`src/rtl/spi_slave_regs.sv`:
```
// spi_slave_regs: SPI mode-0 slave with a byte-wide register file.
//
// All SPI pins are oversampled in the clock domain; nothing runs on sclk.
// Frame: 16 bits MSB first, command byte {rw, addr[6:0]} then data byte.
//
// Ports:
//   clock, reset      system clock, synchronous active-high reset
//   ss, sclk, mosi    SPI inputs (asynchronous to clock)
//   miso              read data out, 0 whenever not shifting read data
//   host_addr         side-port register index
//   host_rdata        combinational read of reg[host_addr] (0 if out of range)
//   wr_pulse/wr_addr/wr_data   one-cycle strobe for a committed SPI write
//   rd_pulse          one-cycle strobe when read data is loaded for shifting
//   frame_err         one-cycle strobe when ss rises mid-frame
//   busy              high while a frame is in progress
module spi_slave_regs #(
    parameter int unsigned REG_COUNT = 16,
    parameter logic [7:0]  RESET_VAL = 8'h00
) (
    input  logic       clock,
    input  logic       reset,
    input  logic       ss,
    input  logic       sclk,
    input  logic       mosi,
    output logic       miso,
    input  logic [6:0] host_addr,
    output logic [7:0] host_rdata,
    output logic       wr_pulse,
    output logic [6:0] wr_addr,
    output logic [7:0] wr_data,
    output logic       rd_pulse,
    output logic       frame_err,
    output logic       busy
);

    localparam int unsigned AW = (REG_COUNT > 1) ? $clog2(REG_COUNT) : 1;

    typedef enum logic [1:0] {
        S_IDLE,
        S_CMD,
        S_DATA,
        S_DONE
    } state_t;

    state_t      r_state;
    state_t      w_state_nxt;

    logic [2:0]  r_ss_sync;
    logic [2:0]  r_sclk_sync;
    logic [1:0]  r_mosi_sync;

    logic [4:0]  r_cnt;
    logic [7:0]  r_cmd_sr;
    logic [7:0]  r_data_sr;
    logic [7:0]  r_rd_sr;
    logic        r_rw;
    logic [6:0]  r_addr;
    logic        r_rd_load;
    logic        r_wr_pend;
    logic        r_drive;
    logic        r_frame_err;
    logic [7:0]  r_regs [REG_COUNT];

    logic        w_ss_fall;
    logic        w_ss_rise;
    logic        w_rise;
    logic        w_fall;
    logic        w_in_frame;
    logic        w_rise_act;
    logic        w_fall_act;
    logic        w_addr_ok;
    logic        w_host_ok;
    logic        w_abort_err;

    // Index 0 is the first sync flop, index 2 the edge-detect flop.
    assign w_ss_fall  = r_ss_sync[2] & ~r_ss_sync[1];
    assign w_ss_rise  = ~r_ss_sync[2] & r_ss_sync[1];
    assign w_rise     = ~r_sclk_sync[2] & r_sclk_sync[1];
    assign w_fall     = r_sclk_sync[2] & ~r_sclk_sync[1];

    // An ss rise in the same cycle as an sclk edge wins; the edge is dropped.
    assign w_in_frame = (r_state == S_CMD) || (r_state == S_DATA);
    assign w_rise_act = w_rise & ~w_ss_rise & w_in_frame;
    assign w_fall_act = w_fall & ~w_ss_rise & (r_state == S_DATA) & r_rw;

    assign w_addr_ok  = 32'(r_addr) < REG_COUNT;
    assign w_host_ok  = 32'(host_addr) < REG_COUNT;

    assign w_abort_err = w_ss_rise && (r_state != S_IDLE) &&
                         (r_cnt != 5'd0) && (r_cnt < 5'd16);

    always_ff @(posedge clock) begin
        if (reset) begin
            r_state <= S_IDLE;
        end else begin
            r_state <= w_state_nxt;
        end
    end

    always_comb begin
        w_state_nxt = r_state;
        case (r_state)
            S_IDLE: begin
                if (w_ss_fall) w_state_nxt = S_CMD;
            end
            S_CMD: begin
                if (w_ss_rise) w_state_nxt = S_IDLE;
                else if (w_rise_act && r_cnt == 5'd7) w_state_nxt = S_DATA;
            end
            S_DATA: begin
                if (w_ss_rise) w_state_nxt = S_IDLE;
                else if (w_rise_act && r_cnt == 5'd15) w_state_nxt = S_DONE;
            end
            S_DONE: begin
                if (w_ss_rise) w_state_nxt = S_IDLE;
            end
            default: w_state_nxt = S_IDLE;
        endcase
    end

    always_ff @(posedge clock) begin
        if (reset) begin
            // Sync flops clear to 0 so that ss held low across reset does not
            // look like a new frame start; the slave re-arms on a real fall.
            r_ss_sync   <= '0;
            r_sclk_sync <= '0;
            r_mosi_sync <= '0;
            r_cnt       <= '0;
            r_cmd_sr    <= '0;
            r_data_sr   <= '0;
            r_rd_sr     <= '0;
            r_rw        <= 1'b0;
            r_addr      <= '0;
            r_rd_load   <= 1'b0;
            r_wr_pend   <= 1'b0;
            r_drive     <= 1'b0;
            r_frame_err <= 1'b0;
            r_regs      <= '{default: RESET_VAL};
        end else begin
            r_ss_sync   <= {r_ss_sync[1:0], ss};
            r_sclk_sync <= {r_sclk_sync[1:0], sclk};
            r_mosi_sync <= {r_mosi_sync[0], mosi};
            r_rd_load   <= 1'b0;
            r_wr_pend   <= 1'b0;
            r_frame_err <= w_abort_err;

            if (r_state == S_IDLE && w_ss_fall) begin
                r_cnt   <= '0;
                r_rw    <= 1'b0;
                r_drive <= 1'b0;
            end

            if (w_rise_act) begin
                r_cnt <= r_cnt + 5'd1;
                if (r_state == S_CMD) begin
                    r_cmd_sr <= {r_cmd_sr[6:0], r_mosi_sync[1]};
                    if (r_cnt == 5'd7) begin
                        // Latch from the shift register plus the bit arriving now.
                        r_rw      <= r_cmd_sr[6];
                        r_addr    <= {r_cmd_sr[5:0], r_mosi_sync[1]};
                        r_rd_load <= r_cmd_sr[6];
                    end
                end else begin
                    r_data_sr <= {r_data_sr[6:0], r_mosi_sync[1]};
                    if (r_cnt == 5'd15 && !r_rw) r_wr_pend <= 1'b1;
                end
            end

            if (r_rd_load) begin
                r_rd_sr <= w_addr_ok ? r_regs[r_addr[AW-1:0]] : '0;
            end

            // First fall in DATA exposes bit 7; later falls advance the shifter.
            if (w_fall_act) begin
                if (!r_drive) r_drive <= 1'b1;
                else          r_rd_sr <= {r_rd_sr[6:0], 1'b0};
            end

            if (r_wr_pend && w_addr_ok) begin
                r_regs[r_addr[AW-1:0]] <= r_data_sr;
            end
        end
    end

    assign miso       = (r_state == S_DATA) && r_rw && r_drive && r_rd_sr[7];
    assign host_rdata = w_host_ok ? r_regs[host_addr[AW-1:0]] : '0;
    assign wr_pulse   = r_wr_pend & w_addr_ok;
    assign wr_addr    = r_addr;
    assign wr_data    = r_data_sr;
    assign rd_pulse   = r_rd_load;
    assign frame_err  = r_frame_err;
    assign busy       = (r_state != S_IDLE);

endmodule

```
`config.mk`:
```
export PLATFORM = sky130hd
export DESIGN_NAME = spi_slave_regs
export DESIGN_NICKNAME = d
export VERILOG_FILES = /design/src/rtl/spi_slave_regs.sv
export SDC_FILE = /design/constraint.sdc
export NUM_CORES = 1
export LEC_CHECK = 0
export ABC_AREA = 0
export CORE_UTILIZATION = 32
export CTS_BUF_LIST = sky130_fd_sc_hd__clkbuf_4 sky130_fd_sc_hd__clkbuf_8
export DETAILED_ROUTE_END_ITERATION = 6
export PLACE_DENSITY = 0.59
export SLEW_MARGIN = 20
export SYNTH_ARGS = -nofsm -noshare
export SYNTH_HDL_FRONTEND = slang
export SYNTH_SLANG_ARGS = --single-unit
```
`constraint.sdc`:
```
create_clock -name clock -period 2.4 [get_ports clock]
set_clock_uncertainty 0.15 [all_clocks]
set_input_delay 0.36 -clock clock [delete_from_list [all_inputs] [get_ports clock]]
set_output_delay 0.36 -clock clock [all_outputs]
set_load 0.005 [all_outputs]
```
# Word-level counts from Yosys, hierarchy flattened
# Cells that the tools add are included.
[word_totals]
regBits = 178
in_bits = 12
output_inout_bits = 28
[op_classes]
add_sub_neg = 1
order_cmp = 6
eq_ne = 9
muxes = 31
bitwise = 20
reduce_logical = 24
[ops]
columns = ["cell", "count"]
rows = [
  ["$bwmux W128", 1],
  ["$mux W8", 10],
  ["$bmux W8 S4", 2],
  ["$demux W8 S4", 1],
  ["$lt A7 B5 Y1 const B", 2],
  ["$logic_and A1 B1 Y1", 12],
  ["$mux W2", 6],
  ["$and A1 B1 Y1", 10],
  ["$ge A5 B5 Y1 const B", 2],
  ["$mux W5", 2],
  ["$not A4 Y5", 2],
  ["$mux W1", 8],
  ["$not A1 Y1", 8],
  ["$pmux W2 S4", 1],
  ["$ne A3 B3 Y1 const B", 2],
  ["$add A5 B1 Y5 const B", 1],
  ["$eq A5 B3 Y1 const B", 1],
  ["$eq A5 B4 Y1 const B", 1],
  ["$lt A5 B1 Y1 const B", 1],
  ["$lt A5 B5 Y1 const B", 1],
  ["$reduce_bool A5 Y1", 1],
  ["$eq A2 B2 Y1 const B", 2],
  ["$ne A2 B2 Y1 const B", 2],
  ["$reduce_and A2 Y1", 2],
  ["other kinds (9)", 10],
]

# Depth between registers and ports, before layout
# Gate-level depths: netlist of run 1.
[depth]
depth_word = 9
ltp_mapped = 7

# Worst setup path after synthesis of run 1
# OpenSTA, ideal clock, no wires.
[synth_path]
kind = "input to output"
start = "input port host_addr[0]"
end = "output port host_rdata[7]"
t_arrival_ps = 1543
t_required_ps = 1890
setup_slack_ps = 347
stages = 5
path_cell_list = "buf_2 buf_2 mux4_2 mux2i_1 o22ai_1"
[synth_between]
elab_chain_cells = 5
elab_cells_between_ends = 6
classes_between = "1 x order compare; 4 x mux; 1 x bitwise"
[synth_lines]
columns = ["element", "line_no", "rtl"]
rows = [
  ["start: declaration", "26", "input logic [6:0] host_addr,"],
  ["$not A4 Y5 (not written as such)", "186", "assign host_rdata = w_host_ok ? r_regs[host_addr[AW-1:0]] : '0;"],
  ["$bmux W8 S4", "186", ""],
  ["$mux W8 (not written as such) (2 in series)", "186", ""],
  ["$mux W8 *", "186", ""],
  ["end: declaration", "27", "output logic [7:0] host_rdata,"],
]
# Every way passes the cells marked *; elsewhere a longest branch is shown, timed or not. The select of a mux whose other input is x is not followed.

# Worst setup path after layout of run 1
[layout_path]
start = "register r_regs[66] (netlist name)"
end = "output port host_rdata[2]"
[layout_between]
elab_chain_cells = 4
[layout_lines]
columns = ["element", "line_no", "rtl"]
rows = [
  ["start: declaration", "62", "logic [7:0] r_regs [REG_COUNT];"],
  ["start signal: indexed assignment", "180", "r_regs[r_addr[AW-1:0]] <= r_data_sr;"],
  ["$bmux W8 S4", "186", ""],
  ["$mux W8 (not written as such) (2 in series)", "186", ""],
  ["$mux W8", "186", ""],
]
# Every way passes these cells. The select of a mux whose other input is x is not followed.

==> flow_summary.toml, run 1 <==
[yosys]
ys_types = 50
yosysTopAreaCell = "dfxtp_1"
yosysSeqAreaShare = 0.398
synthAdderAreaFrac = 0.00979
synth_top_area_frac = 0.398
synth_area_mm2 = 0.00895
syn_nets = 867
synth_cells = 848
synth_edf_count = 0
synth.ff_latch_count = 178
ys_top_cells_by_count = "mux2i_1, dfxtp_1, nor2_1"
synth_xor_area_frac = 0
synth_area_leaders = "dfxtp_1, mux2i_1, mux4_2"
syn_avg_cell_area_um2 = 10.6
yosysWarningCount = 0
synth_compound_area_frac = 0.0454
synth_ff_type = "dfxtp_1"
yosysMostFrequentCell = "mux2i_1"
synth_top_family_by_area = "multiplexers"
synthArstFlopShare = 0
synth-simple-area-share = 0.159
synthMuxAreaShare = 0.344

[die]
fp.dieArea_mm2 = 0.0286
num_rows = 60
core_mm2 = 0.0272
ios = 40
die_h_um = 169
die_w_um = 169
start_util = 0.329

[detailed_routing]
initialDrtViolationCount = 601
drt-pass1-iter-count = 5
drt-total-wl_um = 24900
drc_errors = 0
detail_route.wl_per_cell_um = 19.5
drtAntennaViolNets = 0
viasPerCell = 5.19
vias = 6620

[sta]
drv_slew = 0
slew_headroom = 0.479
period_needed_ps = 2330
setup_viol = 0
fmax_ghz = 0.428
setup_ws_ps = 65.5
hold_ws_ps = 13.4
grt_setup_unrepaired = "no"
hold_viol = 0
period_share = 0.973
tightest_slew_ps = 778

[final_layout]
antenna_cells = 0
syn2layout_area_growth_pct = 18.2
nets = 910
drive_above_1_share = 0.263

[power]
ir_drop_mv = 0.351
p_total_mw = 5.42
power_leakage_nw = 4.62
p_per_area_mw_per_mm2 = 512

[clocking]
cts.sink_count = 178
cts_buffer_depth = 2
numCtsBuffers = 17
cts.clk_slew.worst_paths_ps = 110
cts_root_buf = "clkbuf_8"
tritoncts = "done"
clk_latency_ps = 490
htree_levels = 4

[min_path]
hold_class = "input port to flop"

[global_routing]
grt_overflow = 0
antenna_found_initial = 0
met1_usage = 0.243
top_usage_layer = "met2"
grt_pass1_vias = 6546
grt_max_degree = 78
grt_pass1_wl_um = 39800
grt_use_met3 = 0.0252
grt_util_met2 = 0.296
grt_usage = 0.182

[setup_path]
cp.required_ps = 1890
path_max_fanout = 2
cp_cell_sequence = "mux4_2 > mux2i_2 > o22ai_2 > clkdlybuf4s15_1"
slowest_delay_ps = 470
cp-start-kind = "flop"
regToRegSetupSlack_ps = 240
crit_arrival_ps = 1820
critPathCaptureType = "output pin"
path_class = "flop to output pin"
cp_slowest_cell = "mux4_2"

[place]
port_buffers = 39
pre_cts_ws_ps = -312
hpwl_um = 16800
globalplace.congestion = 0.838

[run_status]
status = "finished, final reports clean"

[job]
cap_violations = 0
[layer usage]
| layer | vias to the layer above | routed length [um] |
|---|---|---|
| met5 | - | 0 |
| met4 | 0 | 762 |
| met3 | 39 | 1010 |
| met2 | 159 | 12000 |
| met1 | 3290 | 11100 |
| li1 | 3132 | - |
[worst max-delay path, delay by kind of cell (launching register included)]
family	cells	cell delay, ps
DFF	1	350
AOI/OAI and AO/OA	1	130
muxes	2	640
buffers and inverters	1	220
[layout make-up]
type | instances | area (um2)
Inverter | 9 | 33.8
Clock inverter | 15 | 186
Tap cell | 372 | 465
Multi-Input combinational cell | 587 | 5130
Fill cell | 2720 | 16600
Clock buffer | 17 | 234
Timing Repair Buffer | 98 | 898
Sequential cell | 178 | 3620
[kinds of logic (layout without fill, tap and decap cells)]
family / count (synthesis) / after routing
adder cells (fa/ha/maj): 7 / 7
multiplexers: 249 / 249
AO/OA/AOI/OAI: 59 / 59
flip-flops: 178 / 178
buffers and inverters: 83 / 139
AND/OR/NAND/NOR: 272 / 272
[stage by stage]
stage                     setup TNS [ps]  std cells  area [um2]  utilization
after floorplan                        0        848        8950            -
after global placement             -1930       1233        9920        0.365
after detailed placement           -1770       1233        9920        0.365
after CTS                              0       1276       10600        0.388
after global routing                   0       1276       10600        0.389
final                                  0       1276       10600        0.389
[power breakdown]
part | internal [mW] | leakage (nW) | switching, mW
Clock | 0.806 | 0.208 | 1.33
Combinational | 0.137 | 2.95 | 0.170
Sequential | 2.96 | 1.46 | 0.0101
Total | 3.91 | 4.62 | 1.51
[registers in the layout (all words and copies together) (netlist names), 2 cells and up]
register,cells
wr_addr,7
r_cmd_sr,7
wr_data,8
r_cnt,5
r_state,2
r_mosi_sync,2
r_ss_sync,3
r_rd_sr,8
r_sclk_sync,3
r_regs,128
[path summary, 6_finish.rpt]
path                              startpoint             to  cells past startpoint
worst max-delay path              r_regs[66]  host_rdata[2]                      4
worst min-delay path                   reset       r_cnt[1]                      2
worst max register to register    wr_addr[4]     r_regs[11]                      5
worst min register to register  r_ss_sync[0]   r_ss_sync[1]                      1
[placed cells by master (no fill, tap or decap), types with 2 or more instances in the layout]
cell type	n
mux2i_2	7
nand3_1	11
nand2b_1	13
nor3_2	2
nor3_1	3
inv_1	8
o21bai_1	7
nor2b_1	14
ha_1	6
clkbuf_2	4
nand4_4	3
inv_6	5
dfxtp_1	131
nand3b_1	3
clkinv_8	6
a21oi_1	8
dfxtp_2	47
mux2i_1	190
o211ai_1	3
mux4_2	47
nor3b_4	2
a31oi_1	9
nand4b_1	9
mux2i_4	4
clkdlybuf4s15_1	2
buf_2	2
a22oi_1	15
nand3_2	12
nand2_1	16
buf_4	54
nor2_1	160
clkdlybuf4s50_1	27
o22ai_1	5
clkinv_4	2
buf_12	8
and3_1	8
nor4b_1	2
nand4_2	2
o22ai_2	3
clkbuf_8	17
[what timing repair did]
item                       4_1_cts  5_1_grt
buffers inserted                12        1
cloned                           0        0
pin swaps                        7        4
hold buffers                     0        0
setup endpoints to repair        9       10
resized for setup               68       25
hold endpoints to repair         0        0
Power figures use the tool's default switching activity.
==> run 2: changes to the inputs <==
--- a/config.mk
+++ b/config.mk
@@ -9,6 +9,7 @@
 export CORE_UTILIZATION = 32
 export CTS_BUF_LIST = sky130_fd_sc_hd__clkbuf_4 sky130_fd_sc_hd__clkbuf_8
 export DETAILED_ROUTE_END_ITERATION = 6
+export GPL_ROUTABILITY_DRIVEN = 0
 export PLACE_DENSITY = 0.59
 export SLEW_MARGIN = 20
 export SYNTH_ARGS = -nofsm -noshare
==> constraint.sdc (replaced) <==
create_clock -name clock -period 2.5 [get_ports clock]
set_clock_uncertainty 0.15 [all_clocks]
set_input_delay 0.375 -clock clock [delete_from_list [all_inputs] [get_ports clock]]
set_output_delay 0.375 -clock clock [all_outputs]
set_load 0.005 [all_outputs]
==> run 2 against run 1 <==
Clock-buffer cell count unchanged; total power down 2.5%; register-to-register slack worse by 50 ps; critical path type unchanged; largest power group unchanged.
==> flow_summary.toml, run 2 (same netlist as run 1, synthesis figures left out) <==
[die]
start_util = 0.329
num_rows = 60
fp.dieArea_mm2 = 0.0286
die_h_um = 169
die_w_um = 169
core_mm2 = 0.0272
ios = 40

[min_path]
min_to = "r_ss_sync[2]"
worstHoldStart = "reset"
hold_class = "input port to flop"
whs_path_depth = 2

[final_layout]
regMostFlops = "r_regs"
nets = 911
final_common_cell = "mux2i_1"
syn2layout_area_growth_pct = 18.4
fill_cells = 2708
drive_above_1_share = 0.214
antenna_cells = 0
largest_reg_flops = 128
final_cell_mix = "mux2i_1, dfxtp_1, nor2_1"

[sta]
slew_headroom = 0.307
finalSetupTns_ps = 0
setup_ws_ps = 50.2
period_needed_ps = 2450
drv_slew = 0
period_share = 0.980
tightest_slew_ps = 1040
setup_viol = 0
fmax_ghz = 0.408
hold_viol = 0
hold_ws_ps = 112

[setup_path]
slowest_delay_ps = 490
path_max_fanout = 2
critPathCaptureType = "output pin"
reg2reg_depth = 4
worst_r2r_startpoint = "wr_addr[0]"
crit_arrival_ps = 1920
regToRegSetupSlack_ps = 190
cp.required_ps = 1980
cp_cell_sequence = "mux4_2 > mux2i_2 > o22ai_2 > dlygate4sd2_1"
path_class = "flop to output pin"
cp_slowest_cell = "mux4_2"
r2r_end = "r_regs[52]"
cp-start-kind = "flop"

[power]
p_per_area_mw_per_mm2 = 498
ir_drop_mv = 0.325
power_leakage_nw = 4.64
p_total_mw = 5.28

[run_status]
status = "finished, final reports clean"

[clocking]
numCtsBuffers = 17
clk_latency_ps = 480
cts_buffer_depth = 2
cts_root_buf = "clkbuf_8"
htree_levels = 4
cts_hold_buf = 0
tritoncts = "done"
cts.clk_slew.worst_paths_ps = 110
cts.sink_count = 178

[global_routing]
grt_usage = 0.179
grt_pass1_wl_um = 38500
grt_max_degree = 80
grt_pass1_vias = 6416
antenna_found_initial = 0
grt_overflow = 0

[detailed_routing]
drt-pass1-iter-count = 7
viasPerCell = 5.18
detail_route.wl_per_cell_um = 19.7
vias = 6619
drc_errors = 0
initialDrtViolationCount = 543
drt-total-wl_um = 25200
drtAntennaViolNets = 0

[place]
pre_cts_ws_ps = -225
hpwl_um = 16700
port_buffers = 39

[job]
cap_violations = 0
==> run 2: worst max path at each step <==
stage / from / end / slack (ps)
floorplan: host_addr[0] / host_rdata[7] / 420
global placement: host_addr[6] / host_rdata[1] / -220
detailed placement: host_addr[6] / host_rdata[1] / -220
CTS: r_regs[17] / host_rdata[1] / -150
global route: r_regs[74] / host_rdata[2] / -30
finish: r_regs[66] / host_rdata[2] / 50
==> run 2: area by class of cell <==
| cell class | instances | area (um2) | area share |
|---|---|---|---|
| timing repair buffer | 99 | 976 | 0.0921 |
| sequential | 178 | 3580 | 0.338 |
| clock inverter | 15 | 193 | 0.0182 |
| inverter | 9 | 33.8 | 0.00319 |
| tap | 372 | 465 | 0.0439 |
| multi-input combinational | 587 | 5120 | 0.483 |
| clock buffer | 17 | 234 | 0.0221 |
==> run 2: report_power, final <==
group | internal (mW) | total (mW) | switching (mW)
logic | 0.146 | 0.316 | 0.170
registers | 2.85 | 2.85 | 0.00928
clock network | 0.860 | 2.11 | 1.25
==> run 2: worst max-delay path: cells and delay by family (launching register included) <==
kind                   cells  cell delay, ps
AO/OA/AOI/OAI              1             130
flip-flops                 1             340
multiplexers               2             700
buffers and inverters      1             280
==> run 2: through the flow <==
step                      cells   util  cell area [um2]
after floorplan             848      -             8950
after global placement     1234  0.366             9950
after detailed placement   1234  0.366             9950
after CTS                  1270  0.386            10500
after global routing       1277  0.390            10600
final                      1277  0.390            10600
==> run 2: metal layers <==
metal,GRT usage,routed length [um],up-vias,part of all wire
li1,-,-,3137,-
met1,0.233,11400,3312,0.45
met2,0.297,12300,146,0.49
met3,0.0343,1020,24,0.041
met4,0.0576,460,0,0.018
met5,0,0,-,0
==> run 2: timing repair <==
item | in CTS | in global routing
endpoints found under the setup margin | 9 | 6
resized for setup | 25 | 16
pin swaps | 3 | 3
gates cloned | 0 | 1
setup buffers | 4 | 7
==> run 3: changes to the inputs <==
--- a/config.mk
+++ b/config.mk
@@ -10,6 +10,7 @@
 export CTS_BUF_LIST = sky130_fd_sc_hd__clkbuf_4 sky130_fd_sc_hd__clkbuf_8
 export DETAILED_ROUTE_END_ITERATION = 6
 export GPL_ROUTABILITY_DRIVEN = 0
+export GPL_TIMING_DRIVEN = 0
 export PLACE_DENSITY = 0.59
 export SLEW_MARGIN = 20
 export SYNTH_ARGS = -nofsm -noshare
==> run 3 against run 2 <==
Fmax is 1.1% lower; sequential power hardly changed; hold slack better by 170 ps; combinational power is 3% lower; total power is 2.8% lower.
==> flow_summary.toml, run 3 (same netlist as run 1, synthesis figures left out) <==
[setup_path]
r2r_end = "wr_data[3]"
reg2reg_depth = 7
cp.required_ps = 1980
cp-start-kind = "flop"
path_class = "flop to output pin"
cp_slowest_cell = "mux4_2"
cp_cell_sequence = "mux4_2 > mux2i_1 > o22ai_2 > dlygate4sd2_1"
path_max_fanout = 3
crit_start = "r_regs[44]"
crit_end = "host_rdata[4]"
regToRegSetupSlack_ps = 260
critPathCaptureType = "output pin"
worst_r2r_startpoint = "r_state[1]"
crit_arrival_ps = 1950
slowest_delay_ps = 510

[sta]
fmax_ghz = 0.404
period_share = 0.991
setup_viol = 0
period_needed_ps = 2480
setup_ws_ps = 22.9
slew_headroom = 0.338
hold_viol = 0
grt_setup_unrepaired = "yes"
finalSetupTns_ps = 0
tightest_slew_ps = 993
drv_slew = 0

[die]
num_rows = 60
die_h_um = 169
ios = 40
fp.dieArea_mm2 = 0.0286
start_util = 0.329
core_mm2 = 0.0272
die_w_um = 169

[clocking]
clk_latency_ps = 480
cts_root_buf = "clkbuf_8"
cts_buffer_depth = 2
cts_setup_buffers = 0
tritoncts = "done"
numCtsBuffers = 17
htree_levels = 4
cts.sink_count = 178
cts.clk_slew.worst_paths_ps = 100

[detailed_routing]
detail_route.wl_per_cell_um = 21.1
initialDrtViolationCount = 580
drt-pass1-iter-count = 7
drt-total-wl_um = 27100
viasPerCell = 5.28
drtAntennaViolNets = 0
drc_errors = 0
vias = 6791

[final_layout]
final_cell_mix = "mux2i_1, dfxtp_1, nor2_1"
largest_reg_flops = 128
drive_above_1_share = 0.171
multi_input_area_mm2 = 0.00509
antenna_cells = 0
regArea_mm2 = 0.00357
nets = 920
instances_no_fill = 1286
regMostFlops = "r_regs"
final_common_cell = "mux2i_1"
fill_cells = 2749
finish.utilization = 0.378
syn2layout_area_growth_pct = 14.9

[place]
dp.cells = 1255
hpwl_um = 19300
pre_cts_ws_ps = -570
port_buffers = 35

[global_routing]
grt_max_degree = 17
grt_pass1_vias = 6609
grt_pass1_wl_um = 41000
antenna_found_initial = 0
grt_overflow = 0
grt_usage = 0.193

[power]
power_leakage_nw = 4.46
ir_drop_mv = 0.306
p_per_area_mw_per_mm2 = 499

[min_path]
hold_class = "input port to flop"

[job]
cap_violations = 0

[run_status]
status = "finished, final reports clean"
-- run 3: changes by cell type in the layout (fill, tap and decap cells not counted), moves of 3 or more --
cell	previous run	this run
buf_1	0	3
mux2i_1	192	196
buf_6	2	6
clkinv_8	4	0
clkinv_2	0	3
buf_4	49	10
clkbuf_1	0	41
buf_12	10	1
mux2i_4	3	0
inv_8	4	1
buf_2	1	11
-- run 3: metal layers --
layer / track usage / up-vias / wire (um)
met1: 0.256 / 3385 / 12000
met4: 0.0666 / 0 / 613
met5: 0 / - / 0
met2: 0.319 / 213 / 12900
li1: - / 3142 / -
met3: 0.0296 / 51 / 1530
-- run 3: timing repair --
action                                  CTS  global route
endpoints found under the setup margin    9             7
resized for setup                        37            19
pin swaps                                 2             4
hold buffers                              0             0
-- run 3: report_power, final --
part           switching (mW)  internal [mW]
Combinational           0.190          0.115
Clock                    1.14          0.827
Sequential            0.00954           2.84
Total                    1.34           3.79
-- run 3: final cells by class --
| type | count | share of cell area |
|---|---|---|
| clock inverter | 13 | 0.0123 |
| sequential | 178 | 0.348 |
| tap | 372 | 0.0453 |
| clock buffer | 19 | 0.0242 |
| multi-input combinational | 587 | 0.495 |
| timing repair buffer | 35 | 0.0335 |
| buffer | 73 | 0.0387 |
| inverter | 9 | 0.00329 |
-- run 3: worst min path at each step --
stage	start	cells past startpoint	to	slack, ps
6_report	ss	2	r_ss_sync[0]	280
2_1_floorplan	r_mosi_sync[0]	1	r_mosi_sync[1]	260
4_1_cts	ss	2	r_ss_sync[0]	270
5_1_grt	ss	2	r_ss_sync[0]	270
3_5_place_dp	r_sclk_sync[0]	1	r_sclk_sync[1]	280
3_3_place_gp	r_ss_sync[0]	1	r_ss_sync[1]	270
-- run 3: worst max-delay path, delay by kind of cell, from the launching register on --
| family | cells | cell delay (ps) |
|---|---|---|
| muxes | 2 | 720 |
| DFF | 1 | 350 |
| buffers and inverters | 1 | 280 |
| AOI/OAI and AO/OA | 1 | 120 |
-- run 3: metrics by stage --
step           hold slack (ps)  instance area [um2]  total power, mW
3_3_place_gp               269                 9760             3.20
6_report                   281                10300             5.13
2_1_floorplan              264                 8950             3.11
3_5_place_dp               279                 9760             3.20
5_1_grt                    269                10300             5.29
4_1_cts                    272                10200             5.15
==> patch 1, RTL diff (flow settings as in run 2) <==
Add an input register stage for `ss`, `mosi` and `host_addr`, without a reset; this delays them by one clock. Comments in the files are not updated.
--- a/src/rtl/spi_slave_regs.sv
+++ b/src/rtl/spi_slave_regs.sv
@@ -43,4 +43,14 @@
     } state_t;
 
+    logic ss_q;
+    logic mosi_q;
+    logic [6:0] host_addr_q;
+
+    always_ff @(posedge clock) begin
+        ss_q        <= ss;
+        mosi_q      <= mosi;
+        host_addr_q <= host_addr;
+    end
+
     state_t      r_state;
     state_t      w_state_nxt;
@@ -85,5 +95,5 @@
 
     assign w_addr_ok  = 32'(r_addr) < REG_COUNT;
-    assign w_host_ok  = 32'(host_addr) < REG_COUNT;
+    assign w_host_ok  = 32'(host_addr_q) < REG_COUNT;
 
     assign w_abort_err = w_ss_rise && (r_state != S_IDLE) &&
@@ -138,7 +148,7 @@
             r_regs      <= '{default: RESET_VAL};
         end else begin
-            r_ss_sync   <= {r_ss_sync[1:0], ss};
+            r_ss_sync   <= {r_ss_sync[1:0], ss_q};
             r_sclk_sync <= {r_sclk_sync[1:0], sclk};
-            r_mosi_sync <= {r_mosi_sync[0], mosi};
+            r_mosi_sync <= {r_mosi_sync[0], mosi_q};
             r_rd_load   <= 1'b0;
             r_wr_pend   <= 1'b0;
@@ -184,5 +194,5 @@
 
     assign miso       = (r_state == S_DATA) && r_rw && r_drive && r_rd_sr[7];
-    assign host_rdata = w_host_ok ? r_regs[host_addr[AW-1:0]] : '0;
+    assign host_rdata = w_host_ok ? r_regs[host_addr_q[AW-1:0]] : '0;
     assign wr_pulse   = r_wr_pend & w_addr_ok;
     assign wr_addr    = r_addr;
Check against the original RTL: not equivalent (Yosys sat finds a counterexample within 10 cycles, from zero or initial values and one cycle with reset high).
==> patch 1 against run 2 <==
The flow now finishes with violations (negative setup slack). First-iteration DRC count grew 20%. Count of clock-buffer cells in the layout increased by 2. Cell count decreased by 0.78%. Cell area is 0.33% lower. Routed wire length is 1.5% lower. Power increased by 1.5%. Synthesized area rose by 1.7%. Sequential cell count rose by 9. Worst setup slack got worse by 0.16 ns. Highest routed layer unchanged.
==> patch 1: results <==
export IMPL_outcome="complete, but fails checks"
export IMPL_violations="negative setup slack"
export IMPL_pwr_share_comb_pct=5.7
export IMPL_nets=895
export IMPL_worst_slack_ns=-0.106
export IMPL_ys_types=54
export IMPL_synth_mux_area_fraction_pct=33.7
export IMPL_yosys_top_cells_count="mux2i_1, dfxtp_1, nor2_1, mux4_2, clkbuf_1"
export IMPL_drtIter0Drc=653
export IMPL_cp_arrival_ns=2.08
export IMPL_r2r_end="r_regs[64]"
export IMPL_tns_ns=-0.398
export IMPL_critPathMaxFanout=8
export IMPL_crit_start="host_addr_q[0]"
export IMPL_dpl_worst_slack_ns=0.0852
export IMPL_grt_usage_pct=17.9
export IMPL_synth_compound_area_share_pct=4.97
export IMPL_setup_viol=8
export IMPL_hold_end="r_cnt[1]"
export IMPL_syn_num_nets=864
export IMPL_max_slew_margin_rel_pct=44.8
export IMPL_worstRegToRegCells=6
export IMPL_pg_seq_mw=3.01
export IMPL_holdWs_ns=0.0694
export IMPL_yosys_top_cells_area="dfxtp_1, mux2i_1, mux4_2"
export IMPL_synthAdderAreaFrac_pct=0.962
export IMPL_grt_pass1_vias=6447
export IMPL_grt_max_degree=120
export IMPL_drive_gt1_share_pct=19.8
export IMPL_cp_endpoint="host_rdata[1]"
export IMPL_p_int_mw=4.05
export IMPL_routed_via_count=6626
export IMPL_ys_seq_area_share_pct=41.1
export IMPL_layoutNonFillerInstCount=1267
export IMPL_place_area_mm2=0.0100
export IMPL_synth_area_per_cell_um2=10.8
export IMPL_regToRegSetupSlack_ns=0.27
export IMPL_wl_per_cell_um=19.5
export IMPL_hpwl_mm=16.3
export IMPL_grt_first_pass_wirelength_mm=38.8
export IMPL_cellLeakagePower_nw=4.61
export IMPL_place_inst=1229
export IMPL_p_per_area_mw_per_mm2=508
export IMPL_vdd_drop_max_uv=333
export IMPL_dr_pass1_iters=7
export IMPL_cts_resized=49
[patch 1: cell types whose count changed after synthesis, sizes merged, moves of 3 or more]
cell,change
dfxtp,+9
o21ai,+9
nand2b,-8
nand4b,-7
o21bai,-7
a221oi,+6
and3,-6
clkbuf,-5
nor3,+5
nand2,-4
inv,+3
nor2,+3
[patch 1: routing by layer]
metal,GRT usage (%),vias to the layer above,routed length [um]
met4,7.83,0,810
met2,29.6,207,11900
met5,0,-,0
li1,-,3114,-
met1,22.8,3260,11000
met3,2.89,45,1060
[patch 1: critical path, stage by stage (launching register included)]
cell and delay, ns:
dfxtp_4 0.39, buf_12 0.12, buf_12 0.12, mux4_2 0.50
mux2i_1 0.18, o22ai_2 0.14, buf_2 0.16
[patch 1: final cells by class]
class / instances / area [um2]
Tap cell: 378 / 473
Inverter: 12 / 45.0
Clock inverter: 13 / 143
Fill cell: 2708 / 17300
Multi-Input combinational cell: 577 / 5090
Timing Repair Buffer: 81 / 807
Clock buffer: 19 / 249
Sequential cell: 187 / 3750
==> patch 2, RTL diff (settings of run 2) <==
Made on the original files. Change the parameter `REG_COUNT` from 16 to 32.
--- a/src/rtl/spi_slave_regs.sv
+++ b/src/rtl/spi_slave_regs.sv
@@ -15,5 +15,5 @@
 //   busy              high while a frame is in progress
 module spi_slave_regs #(
-    parameter int unsigned REG_COUNT = 16,
+    parameter int unsigned REG_COUNT = 32,
     parameter logic [7:0]  RESET_VAL = 8'h00
 ) (
Formal check against the unedited RTL: same outputs for any inputs over 10 cycles, from zero or initial values and one cycle with reset high; that may be too few to reach the edited logic, so the function may still have changed.
==> patch 2 against run 2 <==
The run now ends with design-rule violations, negative setup slack left. Synthesized area grew 74%. Die area grew 73%. Sequential cell count grew 128. Clock power grew to 2.5 times the old value. Cell area grew 89%. Largest power group is now clock. Power grew 110%. Worst setup slack lost 0.29 ns. Routed wire length grew 120%. Largest cell class unchanged.
==> patch 2: results <==
export IMPL_hpwl_mm=39.5
export IMPL_grt_max_degree=86
export IMPL_reg2reg_from="wr_addr[1]"
export IMPL_worst_slack_ns=-0.241
export IMPL_largest_reg_flops=256
export IMPL_ys_seq_area_share_pct=39.4
export IMPL_cts_max_path_buffers=3
export IMPL_ys_types=51
export IMPL_via_per_inst=5.58
export IMPL_grt_first_pass_wirelength_mm=84.1
export IMPL_cts_buffers=55
export IMPL_setup_viol=10
export IMPL_critPathMaxFanout=3
export IMPL_drc=1
export IMPL_dpl_worst_slack_ns=-0.552
export IMPL_violations="design-rule violations, negative setup slack"
export IMPL_hold_end="r_sclk_sync[0]"
export IMPL_cp_arrival_ns=2.22
export IMPL_regToRegSetupSlack_ns=-0.02
export IMPL_h_tree_depth=2
export IMPL_syn_num_nets=1658
export IMPL_r2r_end="r_rd_sr[1]"
export IMPL_worstMarginPinSlew_ns=0.587
export IMPL_switchingPower_mw=2.61
export IMPL_outcome="complete, but fails checks"
export IMPL_yosys_top_cells_area="dfxtp_1, mux2i_1, mux4_2"
export IMPL_cellLeakagePower_nw=7.37
export IMPL_yosys_top_cells_count="mux2i_1, dfxtp_1, nor2_1, nand2_1, a21oi_1"
## patch 2: power by group through the flow
stage | clock (mW) | combinational, mW | sequential (mW)
final | 5.33 | 0.614 | 4.91
after global routing | 5.68 | 0.658 | 4.91
after CTS | 5.44 | 0.598 | 4.91
after detailed placement | 0 | 0.571 | 5.01
after global placement | 0 | 0.564 | 5.01
after floorplan | 0 | 0.350 | 5.01
## patch 2: kinds of logic after synthesis
family	after synthesis	share of synthesized area [%]
DFF	306	39.4
and+or+nand+nor	533	16.5
buffers and inverters	159	4.35
muxes	390	30.3
AOI/OAI and AO/OA	244	8.85
adders and majority gates	7	0.563
## patch 2: layer usage
layer,vias to the layer above,routed length (um),share of wire [%],GRT usage [%]
li1,6323,-,-,-
met1,6850,23800,42,29.3
met2,627,25400,45,35.2
met3,136,4450,7.9,3.94
met4,0,2550,4.5,9.72
met5,-,0,0,0
## patch 2: worst max-delay path by stage
| stage | slack, ns | endpoint | start | cells past startpoint |
|---|---|---|---|---|
| after floorplan | 0.09 | host_rdata[0] | host_addr[1] | 7 |
| after global placement | -0.57 | host_rdata[1] | host_addr[2] | 9 |
| after detailed placement | -0.55 | host_rdata[1] | host_addr[2] | 7 |
| after CTS | -0.25 | host_rdata[6] | r_regs[150] | 6 |
| after global routing | -0.27 | host_rdata[6] | r_regs[158] | 6 |
| final | -0.24 | host_rdata[6] | r_regs[158] | 6 |
## patch 2: critical path: stages (launching register included)
cell	delay (ns)
dfxtp_1	0.33
mux4_2	0.50
nor2b_1	0.17
a211oi_2	0.17
buf_4	0.16
nor4_2	0.05
buf_2	0.15
## patch 2: stage by stage
stage	util [%]	instances	TNS (ns)	hold WS [ns]	area, um2
after detailed placement	38.2	2380	-4.08	0.280	18300
after global placement	38.2	2380	-4.03	0.267	18300
after global routing	41.9	2496	-1.67	0.140	20000
final	41.9	2496	-1.32	0.151	20000
after floorplan	-	1639	0	0.264	15600
after CTS	41.5	2493	-1.59	0.101	19800
## patch 2: layout make-up
class	count	area (um2)
fill	4664	27800
tap	615	769
inverter	9	36.3
timing repair buffer	294	2710
clock buffer	85	1090
sequential	306	6180
multi-input combinational	1174	9100
clock inverter	13	158
## patch 2: repair_timing
| item | in CTS | in global routing |
|---|---|---|
| pin swaps | 16 | 12 |
| resized for setup | 111 | 43 |
| buffers inserted | 16 | 2 |
| endpoints found under the setup margin | 16 | 17 |
| cloned | 0 | 1 |
| hold endpoints to repair | 3 | 0 |
| hold buffers | 1 | 0 |
